File: config.mk
export PLATFORM = sky130hd
export DESIGN_NAME = axilite_mem_slave_flat
export DESIGN_NICKNAME = d
export VERILOG_FILES = /design/src/rtl/axilite_mem_slave_if.sv /design/src/rtl/axilite_mem_slave.sv /design/src/flat_wrapper.sv
export SDC_FILE = /design/constraint.sdc
export NUM_CORES = 1
export LEC_CHECK = 0
export CORE_MARGIN = 10
export CORE_UTILIZATION = 56
export CTS_BUF_LIST = sky130_fd_sc_hd__clkbuf_4
export DETAILED_ROUTE_END_ITERATION = 10
export HOLD_SLACK_MARGIN = 0.15
export PLACE_DENSITY = 0.76
export SLEW_MARGIN = 20
export SYNTH_ARGS = -nofsm -noshare
export SYNTH_HDL_FRONTEND = slang
export SYNTH_SLANG_ARGS = --single-unit
File: constraint.sdc
create_clock -name clk -period 4.5 [get_ports clk]
set_input_delay 1.35 -clock clk [delete_from_list [all_inputs] [get_ports clk]]
set_output_delay 1.35 -clock clk [all_outputs]
set_load 0.01 [all_outputs]
File: src/rtl/axilite_mem_slave_if.sv
// AXI4-Lite bus bundle for axilite_mem_slave.
// Carries the five AXI4-Lite channels: AR/R (read) and AW/W/B (write).
// master modport: drives addresses, data, VALIDs and response READYs.
// slave modport : drives address/data READYs, read data and responses.
`timescale 1ns/1ps
interface axilite_mem_slave_if;
  logic [31:0] ARADDR;
  logic        ARVALID;
  logic        ARREADY;
  logic [31:0] RDATA;
  logic [1:0]  RRESP;
  logic        RVALID;
  logic        RREADY;
  logic [31:0] AWADDR;
  logic        AWVALID;
  logic        AWREADY;
  logic [31:0] WDATA;
  logic        WVALID;
  logic        WREADY;
  logic [1:0]  BRESP;
  logic        BVALID;
  logic        BREADY;

  modport master (
    output ARADDR, ARVALID, RREADY, AWADDR, AWVALID, WDATA, WVALID, BREADY,
    input  ARREADY, RDATA, RRESP, RVALID, AWREADY, WREADY, BRESP, BVALID
  );

  modport slave (
    input  ARADDR, ARVALID, RREADY, AWADDR, AWVALID, WDATA, WVALID, BREADY,
    output ARREADY, RDATA, RRESP, RVALID, AWREADY, WREADY, BRESP, BVALID
  );
endinterface

File: src/rtl/axilite_mem_slave.sv
// AXI4-Lite slave backed by a DEPTH x 32-bit register memory.
// Ports:
//   clk      - single clock, all logic on posedge
//   reset    - asynchronous active-low reset
//   bus      - AXI4-Lite slave modport (AR/R/AW/W/B channels)
//   rd_count - completed read transactions (wraps at 8 bits)
//   wr_count - completed write transactions (wraps at 8 bits)
// Reads and writes run in independent FSMs. Out-of-range or misaligned
// addresses answer SLVERR; misses never touch memory.
`timescale 1ns/1ps
module axilite_mem_slave #(
  parameter logic [31:0] BASE_ADDR = 32'h0000_0000,
  parameter int unsigned DEPTH     = 16,
  parameter int unsigned RD_WAIT   = 0
) (
  input  logic                clk,
  input  logic                reset,
  axilite_mem_slave_if.slave  bus,
  output logic [7:0]          rd_count,
  output logic [7:0]          wr_count
);

  localparam int unsigned IDX_W    = (DEPTH > 1) ? $clog2(DEPTH) : 1;
  // One past the last byte, kept 33 bits wide so a window at the top of
  // the address map does not overflow.
  localparam logic [32:0] END_ADDR = {1'b0, BASE_ADDR} + (33'(DEPTH) << 2);

  localparam logic [1:0] RESP_OKAY   = 2'b00;
  localparam logic [1:0] RESP_SLVERR = 2'b10;

  typedef enum logic [1:0] {R_IDLE = 2'd0, R_WAIT = 2'd1, R_DATA = 2'd2} rd_state_t;
  typedef enum logic       {W_IDLE = 1'b0, W_RESP = 1'b1} wr_state_t;

  function automatic logic addr_hit(input logic [31:0] addr);
    return (addr[1:0] == 2'b00) &&
           ({1'b0, addr} >= {1'b0, BASE_ADDR}) &&
           ({1'b0, addr} < END_ADDR);
  endfunction

  function automatic logic [IDX_W-1:0] addr_index(input logic [31:0] addr);
    return IDX_W'((addr - BASE_ADDR) >> 2);
  endfunction

  logic [31:0] mem_q [DEPTH];

  rd_state_t   rd_state_q;
  logic [31:0] ar_addr_q;
  logic [3:0]  rd_cnt_q;
  logic        arready_q;
  logic        rvalid_q;
  logic [31:0] rdata_q;
  logic [1:0]  rresp_q;
  logic [7:0]  rd_count_q;

  wr_state_t   wr_state_q;
  logic [31:0] aw_addr_q;
  logic [31:0] wdata_q;
  logic        aw_lat_q;
  logic        w_lat_q;
  logic        awready_q;
  logic        wready_q;
  logic        bvalid_q;
  logic [1:0]  bresp_q;
  logic [7:0]  wr_count_q;

  // Read FSM: accept AR, optional wait, then present data until R handshake.
  always_ff @(posedge clk or negedge reset) begin
    if (!reset) begin
      rd_state_q <= R_IDLE;
      ar_addr_q  <= 32'h0;
      rd_cnt_q   <= 4'd0;
      arready_q  <= 1'b0;
      rvalid_q   <= 1'b0;
      rdata_q    <= 32'h0;
      rresp_q    <= 2'b00;
      rd_count_q <= 8'd0;
    end else begin
      case (rd_state_q)
        R_IDLE: begin
          if (!arready_q) begin
            // READY comes up on the first edge after reset release.
            arready_q <= 1'b1;
          end else if (bus.ARVALID) begin
            ar_addr_q <= bus.ARADDR;
            arready_q <= 1'b0;
            if (RD_WAIT > 32'd0) begin
              rd_state_q <= R_WAIT;
              rd_cnt_q   <= 4'(RD_WAIT);
            end else begin
              rd_state_q <= R_DATA;
            end
          end
        end
        R_WAIT: begin
          if (rd_cnt_q == 4'd1) begin
            rd_state_q <= R_DATA;
          end else begin
            rd_cnt_q <= rd_cnt_q - 4'd1;
          end
        end
        R_DATA: begin
          if (!rvalid_q) begin
            // Load edge: a same-edge write to this word is not yet visible,
            // so the old memory value is returned.
            rvalid_q <= 1'b1;
            if (addr_hit(ar_addr_q)) begin
              rdata_q <= mem_q[addr_index(ar_addr_q)];
              rresp_q <= RESP_OKAY;
            end else begin
              rdata_q <= 32'h0;
              rresp_q <= RESP_SLVERR;
            end
          end else if (bus.RREADY) begin
            rvalid_q   <= 1'b0;
            arready_q  <= 1'b1;
            rd_state_q <= R_IDLE;
            rd_count_q <= rd_count_q + 8'd1;
          end
        end
        default: begin
          rd_state_q <= R_IDLE;
          arready_q  <= 1'b0;
          rvalid_q   <= 1'b0;
        end
      endcase
    end
  end

  // Write FSM and memory: latch AW and W independently, commit, respond.
  always_ff @(posedge clk or negedge reset) begin
    if (!reset) begin
      wr_state_q <= W_IDLE;
      aw_addr_q  <= 32'h0;
      wdata_q    <= 32'h0;
      aw_lat_q   <= 1'b0;
      w_lat_q    <= 1'b0;
      awready_q  <= 1'b0;
      wready_q   <= 1'b0;
      bvalid_q   <= 1'b0;
      bresp_q    <= 2'b00;
      wr_count_q <= 8'd0;
      for (int i = 0; i < int'(DEPTH); i++) begin
        mem_q[IDX_W'(i)] <= 32'h0;
      end
    end else begin
      case (wr_state_q)
        W_IDLE: begin
          if (aw_lat_q && w_lat_q) begin
            if (addr_hit(aw_addr_q)) begin
              mem_q[addr_index(aw_addr_q)] <= wdata_q;
            end
            wr_state_q <= W_RESP;
          end else begin
            if (!aw_lat_q) begin
              if (awready_q && bus.AWVALID) begin
                aw_addr_q <= bus.AWADDR;
                aw_lat_q  <= 1'b1;
                awready_q <= 1'b0;
              end else begin
                awready_q <= 1'b1;
              end
            end
            if (!w_lat_q) begin
              if (wready_q && bus.WVALID) begin
                wdata_q  <= bus.WDATA;
                w_lat_q  <= 1'b1;
                wready_q <= 1'b0;
              end else begin
                wready_q <= 1'b1;
              end
            end
          end
        end
        W_RESP: begin
          if (!bvalid_q) begin
            bvalid_q <= 1'b1;
            bresp_q  <= addr_hit(aw_addr_q) ? RESP_OKAY : RESP_SLVERR;
          end else if (bus.BREADY) begin
            bvalid_q   <= 1'b0;
            aw_lat_q   <= 1'b0;
            w_lat_q    <= 1'b0;
            awready_q  <= 1'b1;
            wready_q   <= 1'b1;
            wr_state_q <= W_IDLE;
            wr_count_q <= wr_count_q + 8'd1;
          end
        end
        default: begin
          wr_state_q <= W_IDLE;
          awready_q  <= 1'b0;
          wready_q   <= 1'b0;
          bvalid_q   <= 1'b0;
        end
      endcase
    end
  end

  assign bus.ARREADY = arready_q;
  assign bus.RVALID  = rvalid_q;
  assign bus.RDATA   = rdata_q;
  assign bus.RRESP   = rresp_q;
  assign bus.AWREADY = awready_q;
  assign bus.WREADY  = wready_q;
  assign bus.BVALID  = bvalid_q;
  assign bus.BRESP   = bresp_q;
  assign rd_count    = rd_count_q;
  assign wr_count    = wr_count_q;

endmodule
File: src/flat_wrapper.sv
// flat-port wrapper written by rule: the top's interface ports become plain ports
module axilite_mem_slave_flat 
#(
  parameter logic [31:0] BASE_ADDR = 32'h0000_0000,
  parameter int unsigned DEPTH     = 16,
  parameter int unsigned RD_WAIT   = 0
)
  (clk, reset, rd_count, wr_count, bus_ARADDR, bus_ARVALID, bus_RREADY, bus_AWADDR, bus_AWVALID, bus_WDATA, bus_WVALID, bus_BREADY, bus_ARREADY, bus_RDATA, bus_RRESP, bus_RVALID, bus_AWREADY, bus_WREADY, bus_BRESP, bus_BVALID);
  axilite_mem_slave_if bus_i ();
  input  logic clk;
  input  logic reset;
  output logic [7:0] rd_count;
  output logic [7:0] wr_count;
  input wire logic [$bits(bus_i.ARADDR)-1:0] bus_ARADDR;
  input wire logic [$bits(bus_i.ARVALID)-1:0] bus_ARVALID;
  input wire logic [$bits(bus_i.RREADY)-1:0] bus_RREADY;
  input wire logic [$bits(bus_i.AWADDR)-1:0] bus_AWADDR;
  input wire logic [$bits(bus_i.AWVALID)-1:0] bus_AWVALID;
  input wire logic [$bits(bus_i.WDATA)-1:0] bus_WDATA;
  input wire logic [$bits(bus_i.WVALID)-1:0] bus_WVALID;
  input wire logic [$bits(bus_i.BREADY)-1:0] bus_BREADY;
  output wire logic [$bits(bus_i.ARREADY)-1:0] bus_ARREADY;
  output wire logic [$bits(bus_i.RDATA)-1:0] bus_RDATA;
  output wire logic [$bits(bus_i.RRESP)-1:0] bus_RRESP;
  output wire logic [$bits(bus_i.RVALID)-1:0] bus_RVALID;
  output wire logic [$bits(bus_i.AWREADY)-1:0] bus_AWREADY;
  output wire logic [$bits(bus_i.WREADY)-1:0] bus_WREADY;
  output wire logic [$bits(bus_i.BRESP)-1:0] bus_BRESP;
  output wire logic [$bits(bus_i.BVALID)-1:0] bus_BVALID;
  assign bus_i.ARADDR = bus_ARADDR;
  assign bus_i.ARVALID = bus_ARVALID;
  assign bus_i.RREADY = bus_RREADY;
  assign bus_i.AWADDR = bus_AWADDR;
  assign bus_i.AWVALID = bus_AWVALID;
  assign bus_i.WDATA = bus_WDATA;
  assign bus_i.WVALID = bus_WVALID;
  assign bus_i.BREADY = bus_BREADY;
  assign bus_ARREADY = bus_i.ARREADY;
  assign bus_RDATA = bus_i.RDATA;
  assign bus_RRESP = bus_i.RRESP;
  assign bus_RVALID = bus_i.RVALID;
  assign bus_AWREADY = bus_i.AWREADY;
  assign bus_WREADY = bus_i.WREADY;
  assign bus_BRESP = bus_i.BRESP;
  assign bus_BVALID = bus_i.BVALID;
  axilite_mem_slave #(.BASE_ADDR(BASE_ADDR), .DEPTH(DEPTH), .RD_WAIT(RD_WAIT)) u_core (.clk(clk), .reset(reset), .bus(bus_i), .rd_count(rd_count), .wr_count(wr_count));
endmodule
==> impl_metrics.json <==
{
  "status": "finished, final reports clean",
  "netlist_area_um2": 28000,
  "r2r_end": "u_core.mem_q[26]",
  "ys.warnings.count": 0,
  "fp-row-count": 81,
  "cp.depth": 1,
  "cts_buffers": 168,
  "cts_sinks": 667,
  "insertion_delay_ps": 1000,
  "syn_inst": 1703,
  "reg2reg_from": "u_core.aw_addr_q[6]",
  "synthAdderAreaFrac": 0.000895,
  "layout.nets": 2073,
  "fmax_mhz": 298,
  "yosysTopAreaCellShare": 0.368,
  "cp_max_fo": 2,
  "synth_compound_area_frac": 0.0333,
  "vdd_drop_max_uv": 348,
  "initial_core_util": 0.569,
  "setup-violations-final": 0,
  "grt_pass1_vias": 17600,
  "fin_skew_ps": 63.3,
  "grt_overflow": 0,
  "crit_path_start_kind": "flip-flop",
  "final.min_clock_period_ps": 3350,
  "crit_start": "u_core.bus.RDATA[8]",
  "endpoint_kind": "primary output",
  "hold_class": "in -> async",
  "cts_buffer_depth": 3,
  "final_max_slew_viol_count": 0,
  "cts_root_buffer": "clkbuf_4",
  "ys_types": 47,
  "fin_crit_sh": 0.745,
  "async_reset_ff_frac": 0.616,
  "yosysSeqAreaShare": 0.643,
  "crit_arrival_ps": 2000,
  "cts_tree": "done",
  "synth_top_family_by_area": "multiplexers",
  "final_util": 0.660,
  "hpwl_um": 36100,
  "die_x_um": 243,
  "critPathBufInv": 1,
  "vias": 16100,
  "synth_edf_count": 256,
  "clk_pin_slew_ps": 80,
  "ys.flop_type": "dfrtp_1",
  "crit_end": "bus_RDATA[8]",
  "required_ps": 3150,
  "ctsHoldBuffers": 0,
  "htreeDepth": 4,
  "final_cell_mix": "dfrtp_1 (407), mux2_2 (301), clkbuf_4 (263)",
  "drv_cap": 0,
  "final_common_cell": "dfrtp_1",
  "drcViolationCount": 0,
  "io_buffers": 157,
  "core-area_um2": 49200,
  "hold-worst-slack_ps": 250,
  "syn_area_per_cell_um2": 16.4,
  "postCtsSetupBuffers": 0,
  "wl_um": 61100,
  "io-pin-count": 160,
  "r2r_cells": 5,
  "slowest_delay_ps": 570,
  "power.density_nw_per_um2": 532,
  "synth-xor-area-share": 0.00439,
  "dieArea_um2": 59300,
  "dr.pass1.iters": 5,
  "yosys-top-cells-area": "dfrtp_1 (37%), edfxtp_1 (28%), mux2_2 (12%)",
  "yosys.area_share.simple": 0.0555,
  "antenna_found_initial": 2,
  "slowest_stage": "clkdlybuf4s50_1",
  "p_leak_nw": 13.6,
  "wl_per_cell_um": 22.0,
  "syn_to_final_growth_pct": 16.1,
  "regToRegSetupSlack_ps": 1390,
  "drive_above_1_share": 0.344,
  "finish.instance_area_um2": 32500,
  "cts_resized": 0,
  "grt_use_total": 0.210,
  "grt_pass1_wl_um": 97500,
  "path_cells": "clkdlybuf4s50_1",
  "path_class": "reg -> out",
  "dr.first_iter.drc_count": 1046,
  "relSlewSlack": 0.293,
  "worstMarginPinSlew_ps": 1060,
  "drt-vias-per-instance": 5.81,
  "dpl-instance-area_um2": 30200,
  "gp_congestion": 0.747,
  "yosysTopAreaCell": "dfrtp_1",
  "grt_max_degree": 195,
  "rsz0062_at_grt": "false",
  "crit_family": "buffers and inverters",
  "synthMuxAreaShare": 0.240,
  "ys_ff_latch": 667,
  "hold_violations": 0,
  "die_h_um": 243,
  "antenna_left": 0
}
registers in the layout, summed over array words and instances, names as in the netlist:
signal	count
u_core.wr_count	8
u_core.aw_lat_q	1
u_core.aw_addr_q	32
u_core.wr_state_q	1
u_core.bus.AWREADY	1
u_core.bus.RVALID	1
u_core.bus.RRESP	1
u_core.bus.ARREADY	1
u_core.rd_state_q	1
u_core.mem_q	512
u_core.w_lat_q	1
u_core.bus.BVALID	1
u_core.wdata_q	32
u_core.bus.WREADY	1
u_core.bus.BRESP	1
u_core.bus.RDATA	32
u_core.rd_count	8
u_core.ar_addr_q	32
cell usage after synthesis, types with 6 or more instances:
| master | n |
|---|---|
| mux2i_1 | 127 |
| nor4b_1 | 27 |
| o21ai_0 | 8 |
| nor3_1 | 8 |
| buf_2 | 22 |
| and2_1 | 30 |
| nor2b_1 | 32 |
| a21oi_1 | 31 |
| clkbuf_1 | 53 |
| buf_6 | 24 |
| nand3_1 | 7 |
| mux2_1 | 51 |
| nor2_1 | 10 |
| o22ai_1 | 31 |
| mux4_2 | 66 |
| nor4_4 | 12 |
| o211ai_1 | 27 |
| xnor2_1 | 11 |
| buf_1 | 6 |
| o221ai_1 | 27 |
| nor4_1 | 7 |
| dfrtp_1 | 411 |
| and4_1 | 6 |
| edfxtp_1 | 256 |
| nand2_1 | 62 |
| mux2_2 | 301 |
layout make-up:
type	count	area, um^2
flip-flops and latches	667	18000
fillers	3496	16700
multi-input cells	928	9430
clock buffers	263	1970
repair buffers	201	1970
well taps	664	831
clock inverters	44	263
diodes	4	10.0
inverters	2	7.51
metal layers:
layer / GRT usage / routed length [um] / share of wire
met1: 0.263 / 25800 / 0.42
met2: 0.345 / 30600 / 0.50
met3: 0.0568 / 3400 / 0.056
met4: 0.0798 / 1340 / 0.022
met5: 0 / 0 / 0
metrics by stage:
step	cells	setup WS, ps	power [mW]	TNS (ps)
3_3_place_gp	2462	1070	12.0	0
4_1_cts	2769	1040	17.4	0
2_1_floorplan	1704	-147	10.7	-28270
3_5_place_dp	2462	1010	12.2	0
5_1_grt	2771	988	18.2	0
6_report	2773	1150	17.3	0
worst min-delay path by stage:
stage	startpoint	end	slack, ps	cells after the start
floorplan	u_core.mem_q[293]	u_core.mem_q[293]	450	1
global placement	u_core.mem_q[345]	u_core.mem_q[345]	460	1
detailed placement	u_core.wr_count[7]	u_core.wr_count[7]	460	1
CTS	reset	u_core.mem_q[314]	160	1
global route	reset	u_core.mem_q[314]	180	1
finish	reset	u_core.mem_q[282]	250	1
power by group:
| part | leakage (nW) | internal [mW] | total (mW) | switching [mW] |
|---|---|---|---|---|
| Combinational | 4.49 | 1.77 | 3.57 | 1.80 |
| Clock | 1.34 | 2.83 | 5.22 | 2.39 |
| Sequential | 7.80 | 7.20 | 8.48 | 1.29 |
cells by family after synthesis:
kind of cell	Yosys count
AOI/OAI and AO/OA	136
xor gates and xnor gates	14
adders and majority gates	2
buffers and inverters	109
DFF	667
muxes	545
other	1
and+or+nand+nor	229
No activity file was read; power rests on OpenSTA's default activity.
==> patch 1 (same settings) <==
Register the output `rd_count` once more, with the module's reset; this adds one clock of latency there. The other outputs are not delayed to match.
--- a/src/rtl/axilite_mem_slave.sv
+++ b/src/rtl/axilite_mem_slave.sv
@@ -205,3 +205,9 @@
   assign bus.BRESP   = bresp_q;
-  assign rd_count    = rd_count_q;
+  always_ff @(posedge clk or negedge reset) begin
+    if (!reset) begin
+      rd_count <= '0;
+    end else begin
+      rd_count <= rd_count_q;
+    end
+  end
   assign wr_count    = wr_count_q;
Function: not settled (the Yosys comparison gave no result); the edit may change what the design does.
==> patch 1 against the unedited design <==
Global-route usage decreased by 0.076 points; worst setup slack got worse by 0.036 ns; sequential cell count increased by 8; first-iteration DRC count increased by 15%; design area increased by 0.79%; clock power increased by 1%; total power increased by 0.81%; critical path depth unchanged; cell count increased by 0.61%; combinational power increased by 2%; routed wire length decreased by 0.34%; area after synthesis increased by 0.65%; critical path type unchanged.
==> patch 1: results (changes against the unedited design) <==
INFO  metric synth_compound_gate_area_share = 0.0303 (was 0.0333)
INFO  metric fillers = 3600 (was 3496)
INFO  metric arrival = 2.04 ns (was 2.00 ns)
INFO  metric clkSlewWorstSetupHoldPaths = 0.06 ns (was 0.08 ns)
INFO  metric route.met3.wl = 3690 microns (was 3400 microns)
INFO  metric dp_hpwl = 36200 microns (was 36100 microns)
INFO  metric relSlewSlack = 0.251 (was 0.293)
INFO  metric synth-adder-area-share = 0.000889 (was 0.000895)
INFO  metric synthTopCellsByCount = dfrtp_1, mux2_2, edfxtp_1 (unchanged)
INFO  metric cts_buffers = 172 (was 168)
INFO  metric gp_routability_congestion = 0.753 (was 0.747)
INFO  metric number_of_global_route_vias_before_repair = 17500 (was 17600)
INFO  metric yosys.area_share.xor_xnor = 0.00436 (was 0.00439)
INFO  metric wirelength_met1 = 26300 microns (was 25800 microns)
INFO  metric synthCells = 1715 (was 1703)
INFO  metric grt_usage = 0.210 (about the same)
INFO  metric power_leakage = 13.8 nW (was 13.6 nW)
INFO  metric seq_area_frac_synth = 0.646 (was 0.643)
INFO  metric netlist_top_cells_area = dfrtp_1, edfxtp_1, mux2_2 (unchanged)
INFO  metric met2_wire_len = 29600 microns (was 30600 microns)
INFO  metric outcome = finished clean (unchanged)
INFO  metric vias_per_cell = 5.82 (was 5.81)
INFO  metric wl = 60900 microns (was 61100 microns)
INFO  metric drive_gt1_frac = 0.341 (was 0.344)
INFO  metric wire_length_of_the_first_global_routing_pass = 98200 microns (was 97500 microns)
INFO  metric detail_route.iter0.violations = 1202 (was 1046)
INFO  metric muxShareOfSynthArea = 0.239 (was 0.240)
INFO  metric numPlacedInstances = 2479 (was 2462)
INFO  metric grt_max_degree = 198 (was 195)
INFO  metric finalClockSkew = 0.0529 ns (was 0.0633 ns)
INFO  metric finalNetCount = 2088 (was 2073)
INFO  metric count_of_unique_library_cells_instantiated_by_yosys = 45 (was 47)
## patch 1: cell types whose count changed after synthesis, moves of 6 or more
cell / unedited run / this run
o311ai_1: 0 / 11
clkbuf_1: 53 / 60
o21ai_0: 8 / 2
o221ai_1: 27 / 0
dfrtp_1: 411 / 419
o22ai_1: 31 / 62
o311ai_0: 4 / 20
o211ai_1: 27 / 0
mux2_1: 51 / 61
mux2_2: 301 / 292
## patch 1: path summary, 6_finish.rpt
kind | cells after the start | from | slack [ns] | endpoint
min | 1 | reset | 0.23 | u_core.mem_q[473]$_DFFE_PN0P_
min reg2reg | 0 | u_core.rd_count_q[7]$_DFFE_PN0P_ | 0.39 | u_core.rd_count[7]$_DFF_PN0_
max reg2reg | 5 | u_core.aw_addr_q[6]$_DFFE_PN0P_ | 1.40 | u_core.mem_q[245]$_DFFE_PP_
max in group asynchronous | 3 | reset | 2.93 | u_core.wdata_q[13]$_DFFE_PN0P_
min in group clk | 0 | u_core.rd_count_q[7]$_DFFE_PN0P_ | 0.39 | u_core.rd_count[7]$_DFF_PN0_
max | 1 | u_core.bus.RDATA[10]$_DFFE_PN0P_ | 1.11 | bus_RDATA[10]
## patch 1: per-layer routing
metal  vias to the layer above  GRT usage
met4                         0     0.0838
li1                       7195          -
met1                      8428      0.273
met5                         -          0
met2                       526      0.336
met3                        94     0.0495
## patch 1: kinds of logic after synthesis
group / Yosys count
and+or+nand+nor: 236
muxes: 545
AOI/OAI and AO/OA: 130
adders and majority gates: 2
buffers and inverters: 112
other: 1
DFF: 675
xor gates and xnor gates: 14
## patch 1: layout make-up
class                           instances  area, sq um  area share
Antenna cell                            5         12.5    0.000382
Sequential cell                       675        18200       0.556
Clock buffer                          265         1990      0.0608
Timing Repair Buffer                  202         2020      0.0616
Inverter                                3         11.3    0.000344
Multi-Input combinational cell        929         9410       0.287
Tap cell                              672          841      0.0257
Clock inverter                         39          263     0.00803
## patch 1: where the power goes
group / leakage (nW) / internal, W / switching [W]
sequential: 7.90 / 0.00729 / 0.00118
clock: 1.36 / 0.00290 / 0.00240
combinational: 4.56 / 0.00174 / 0.00190
total: 13.8 / 0.0119 / 0.00548
## patch 1: per-stage QoR
step	utilization	instance area (sq um)	setup TNS, ns	worst slack [ns]	total power [W]
2_1_floorplan	-	28100	-25.60	-0.147	0.0107
3_3_place_gp	0.608	30400	0	1.05	0.0121
3_5_place_dp	0.608	30400	0	1.01	0.0122
4_1_cts	0.653	32700	0	1.02	0.0176
5_1_grt	0.655	32700	0	0.994	0.0183
6_report	0.655	32700	0	1.11	0.0174
==> patch 2 (same flow settings) <==
Made on the original files. `DEPTH` is set to 16 in 2 places; all go to 8.
--- a/src/rtl/axilite_mem_slave.sv
+++ b/src/rtl/axilite_mem_slave.sv
@@ -12,3 +12,3 @@
   parameter logic [31:0] BASE_ADDR = 32'h0000_0000,
-  parameter int unsigned DEPTH     = 16,
+  parameter int unsigned DEPTH     = 8,
   parameter int unsigned RD_WAIT   = 0
--- a/src/flat_wrapper.sv
+++ b/src/flat_wrapper.sv
@@ -4,3 +4,3 @@
   parameter logic [31:0] BASE_ADDR = 32'h0000_0000,
-  parameter int unsigned DEPTH     = 16,
+  parameter int unsigned DEPTH     = 8,
   parameter int unsigned RD_WAIT   = 0
Function: not settled (the Yosys comparison gave no result); the edit may change what the design does.
==> patch 2 against the unedited design <==
Total power shrank 39%; worst setup slack gained 0.23 ns; sequential cell count shrank 256; global-route usage shrank 2.8 points; routed wire length shrank 45%; clock skew shrank 0.017 ns; core utilization grew 1.8 points; area after synthesis shrank 40%; die area shrank 37%; clock power shrank 42%; design area shrank 38%; sequential power shrank 37%; synthesized cell count shrank 44%; critical path type unchanged; largest cell class unchanged.
==> patch 2: results (changes against the unedited design) <==
INFO  metric wire_length_of_the_first_global_routing_pass = 55600 microns (was 97500 microns)
INFO  metric grt_antenna_before_repair = 1 (was 2)
INFO  metric critical_path_s_slowest_cell = clkdlybuf4s50_1 (unchanged)
INFO  metric ys_async_sr_fraction = 0.689 (was 0.616)
INFO  metric postCtsSetupRepairBufs = 0 (unchanged)
INFO  metric avgSynthCellArea = 17.6 sq um (was 16.4 sq um)
INFO  metric max-vdd-ir-drop = 343 uV (was 348 uV)
INFO  metric seq_area_frac_synth = 0.648 (was 0.643)
INFO  metric clock_path_buffers = 3 (unchanged)
INFO  metric grt_max_degree = 151 (was 195)
INFO  metric count_of_unique_library_cells_instantiated_by_yosys = 36 (was 47)
INFO  metric cts_buffers = 101 (was 168)
INFO  metric path_delay_family = buffers and inverters (unchanged)
INFO  metric synthTopCellsByCount = dfrtp_1, mux2_2, edfxtp_1 (unchanged)
INFO  metric finalClockSkew = 0.0462 ns (was 0.0633 ns)
INFO  metric worst_slack_placed = 1.30 ns (was 1.01 ns)
INFO  metric clkSlewWorstSetupHoldPaths = 0.07 ns
INFO  metric number_of_warnings_issued_by_yosys = 0 (unchanged)
INFO  metric tightest_pin_transition = 1.08 ns (was 1.06 ns)
INFO  metric power_report.internal_total = 0.00741 W (was 0.0118 W)
INFO  metric worst_skew_pair.late_latency = 0.73 ns (was 1.00 ns)
INFO  metric dr.pass1.iters = 5 (unchanged)
INFO  metric detail_route.drc_violations = 0 (unchanged)
INFO  metric registers.top_by_ff_count = u_core.mem_q (unchanged)
INFO  metric finalNonFillerCells = 1659 (was 2773)
INFO  metric fillers = 2032 (was 3496)
INFO  metric vias_per_cell = 5.57 (was 5.81)
INFO  metric clock-root-buffer = clkbuf_4 (unchanged)
INFO  metric finalNetCount = 1296 (was 2073)
INFO  metric synth_edf_count = 128 (was 256)
INFO  metric cts_htree_levels = 3 (was 4)
INFO  metric max_cap_violations = 0 (unchanged)
INFO  metric drive_gt1_frac = 0.387 (was 0.344)
INFO  metric outcome = finished clean (unchanged)
INFO  metric avgRoutedWirePerCell = 20.4 microns (was 22.0 microns)
INFO  metric arrival = 1.77 ns (was 2.00 ns)
INFO  metric power_leakage = 8.46 nW (was 13.6 nW)
INFO  metric number_of_global_route_vias_before_repair = 10200 (was 17600)
INFO  metric grt_usage = 0.182 (was 0.210)
INFO  metric netlist_top_cells_area = dfrtp_1, edfxtp_1, mux2_2 (unchanged)
INFO  metric gp_routability_congestion = 0.736 (was 0.747)
INFO  metric dp_hpwl = 20800 microns (was 36100 microns)
INFO  metric cp_max_fo = 7 (was 2)
INFO  metric port-buffer-count = 157 (unchanged)
INFO  metric numPlacedInstances = 1477 (was 2462)
INFO  metric crit_path_max_incr_delay = 0.58 ns
INFO  metric post_cts.resized_instances = 0 (unchanged)
INFO  metric largest_register_ffs = 256 (was 512)
INFO  metric detail_route.iter0.violations = 556 (was 1046)
INFO  metric classification_of_the_worst_slack_hold_path = flop to flop (was input port to async pin)
## patch 2: cell count changes in the layout (fill, tap and decap cells not counted), sizes merged, moves of 31 or more
cell / unedited run / this run
dfrtp: 411 / 283
edfxtp: 256 / 128
mux2: 352 / 226
clkbuf: 263 / 155
mux2i: 127 / 32
and2: 33 / 0
nor2b: 32 / 1
o22ai: 31 / 0
## patch 2: routing by layer
layer,global-route usage,wire length [microns],up-vias
met2,0.285,16200,272
li1,-,-,4136
met1,0.240,14800,4781
met3,0.0517,2180,55
met5,0,0,-
met4,0.0607,585,0
## patch 2: cells by family after synthesis
| family | count (synthesis) | synth area share |
|---|---|---|
| flops | 411 | 0.648 |
| mux | 322 | 0.269 |
| simple gates | 115 | 0.0438 |
| buf+inv | 51 | 0.0185 |
| compound gates | 41 | 0.0125 |
| xor+xnor | 14 | 0.00727 |
| fa+ha+maj | 2 | 0.00148 |
| other cells | 1 | 0.000222 |
## patch 2: stage by stage
stage / utilization / cell area, sq um / TNS, ns
floorplan: - / 16900 / -69.62
global placement: 0.634 / 18900 / 0
detailed placement: 0.634 / 18900 / 0
CTS: 0.678 / 20100 / 0
global route: 0.679 / 20200 / 0
finish: 0.679 / 20200 / 0
## patch 2: area by class of cell
class                           count  share of cell area
Antenna cell                        1            0.000124
Clock buffer                      155              0.0577
Clock inverter                     25             0.00664
Inverter                            1            0.000186
Multi-Input combinational cell    496               0.281
Sequential cell                   411               0.542
Tap cell                          390              0.0242
Timing Repair Buffer              180              0.0880
## patch 2: worst paths after layout
kind / slack, ns / start / endpoint / depth (start not counted)
worst max-delay path: 1.38 / u_core.bus.RVALID$_DFFE_PN0P_ / bus_RVALID / 1
worst min-delay path: 0.47 / u_core.rd_count[7]$_DFFE_PN0P_ / u_core.rd_count[7]$_DFFE_PN0P_ / 1
worst max register to register: 1.40 / u_core.wr_state_q$_DFF_PN0_ / u_core.mem_q[128]$_DFFE_PN0P_ / 5
worst min register to register: 0.47 / u_core.rd_count[7]$_DFFE_PN0P_ / u_core.rd_count[7]$_DFFE_PN0P_ / 1
max in group asynchronous: 2.57 / reset / u_core.ar_addr_q[2]$_DFFE_PN0P_ / 2
min in group asynchronous: 0.56 / reset / u_core.ar_addr_q[19]$_DFFE_PN0P_ / 1
## patch 2: power groups by stage
stage / clock network, W / logic [W] / registers [W]
after detailed placement: 0 / 0.00209 / 0.00553
after global placement: 0 / 0.00204 / 0.00549
after global routing: 0.00335 / 0.00232 / 0.00551
after floorplan: 0 / 0.00164 / 0.00509
after CTS: 0.00315 / 0.00210 / 0.00546
final: 0.00305 / 0.00214 / 0.00538
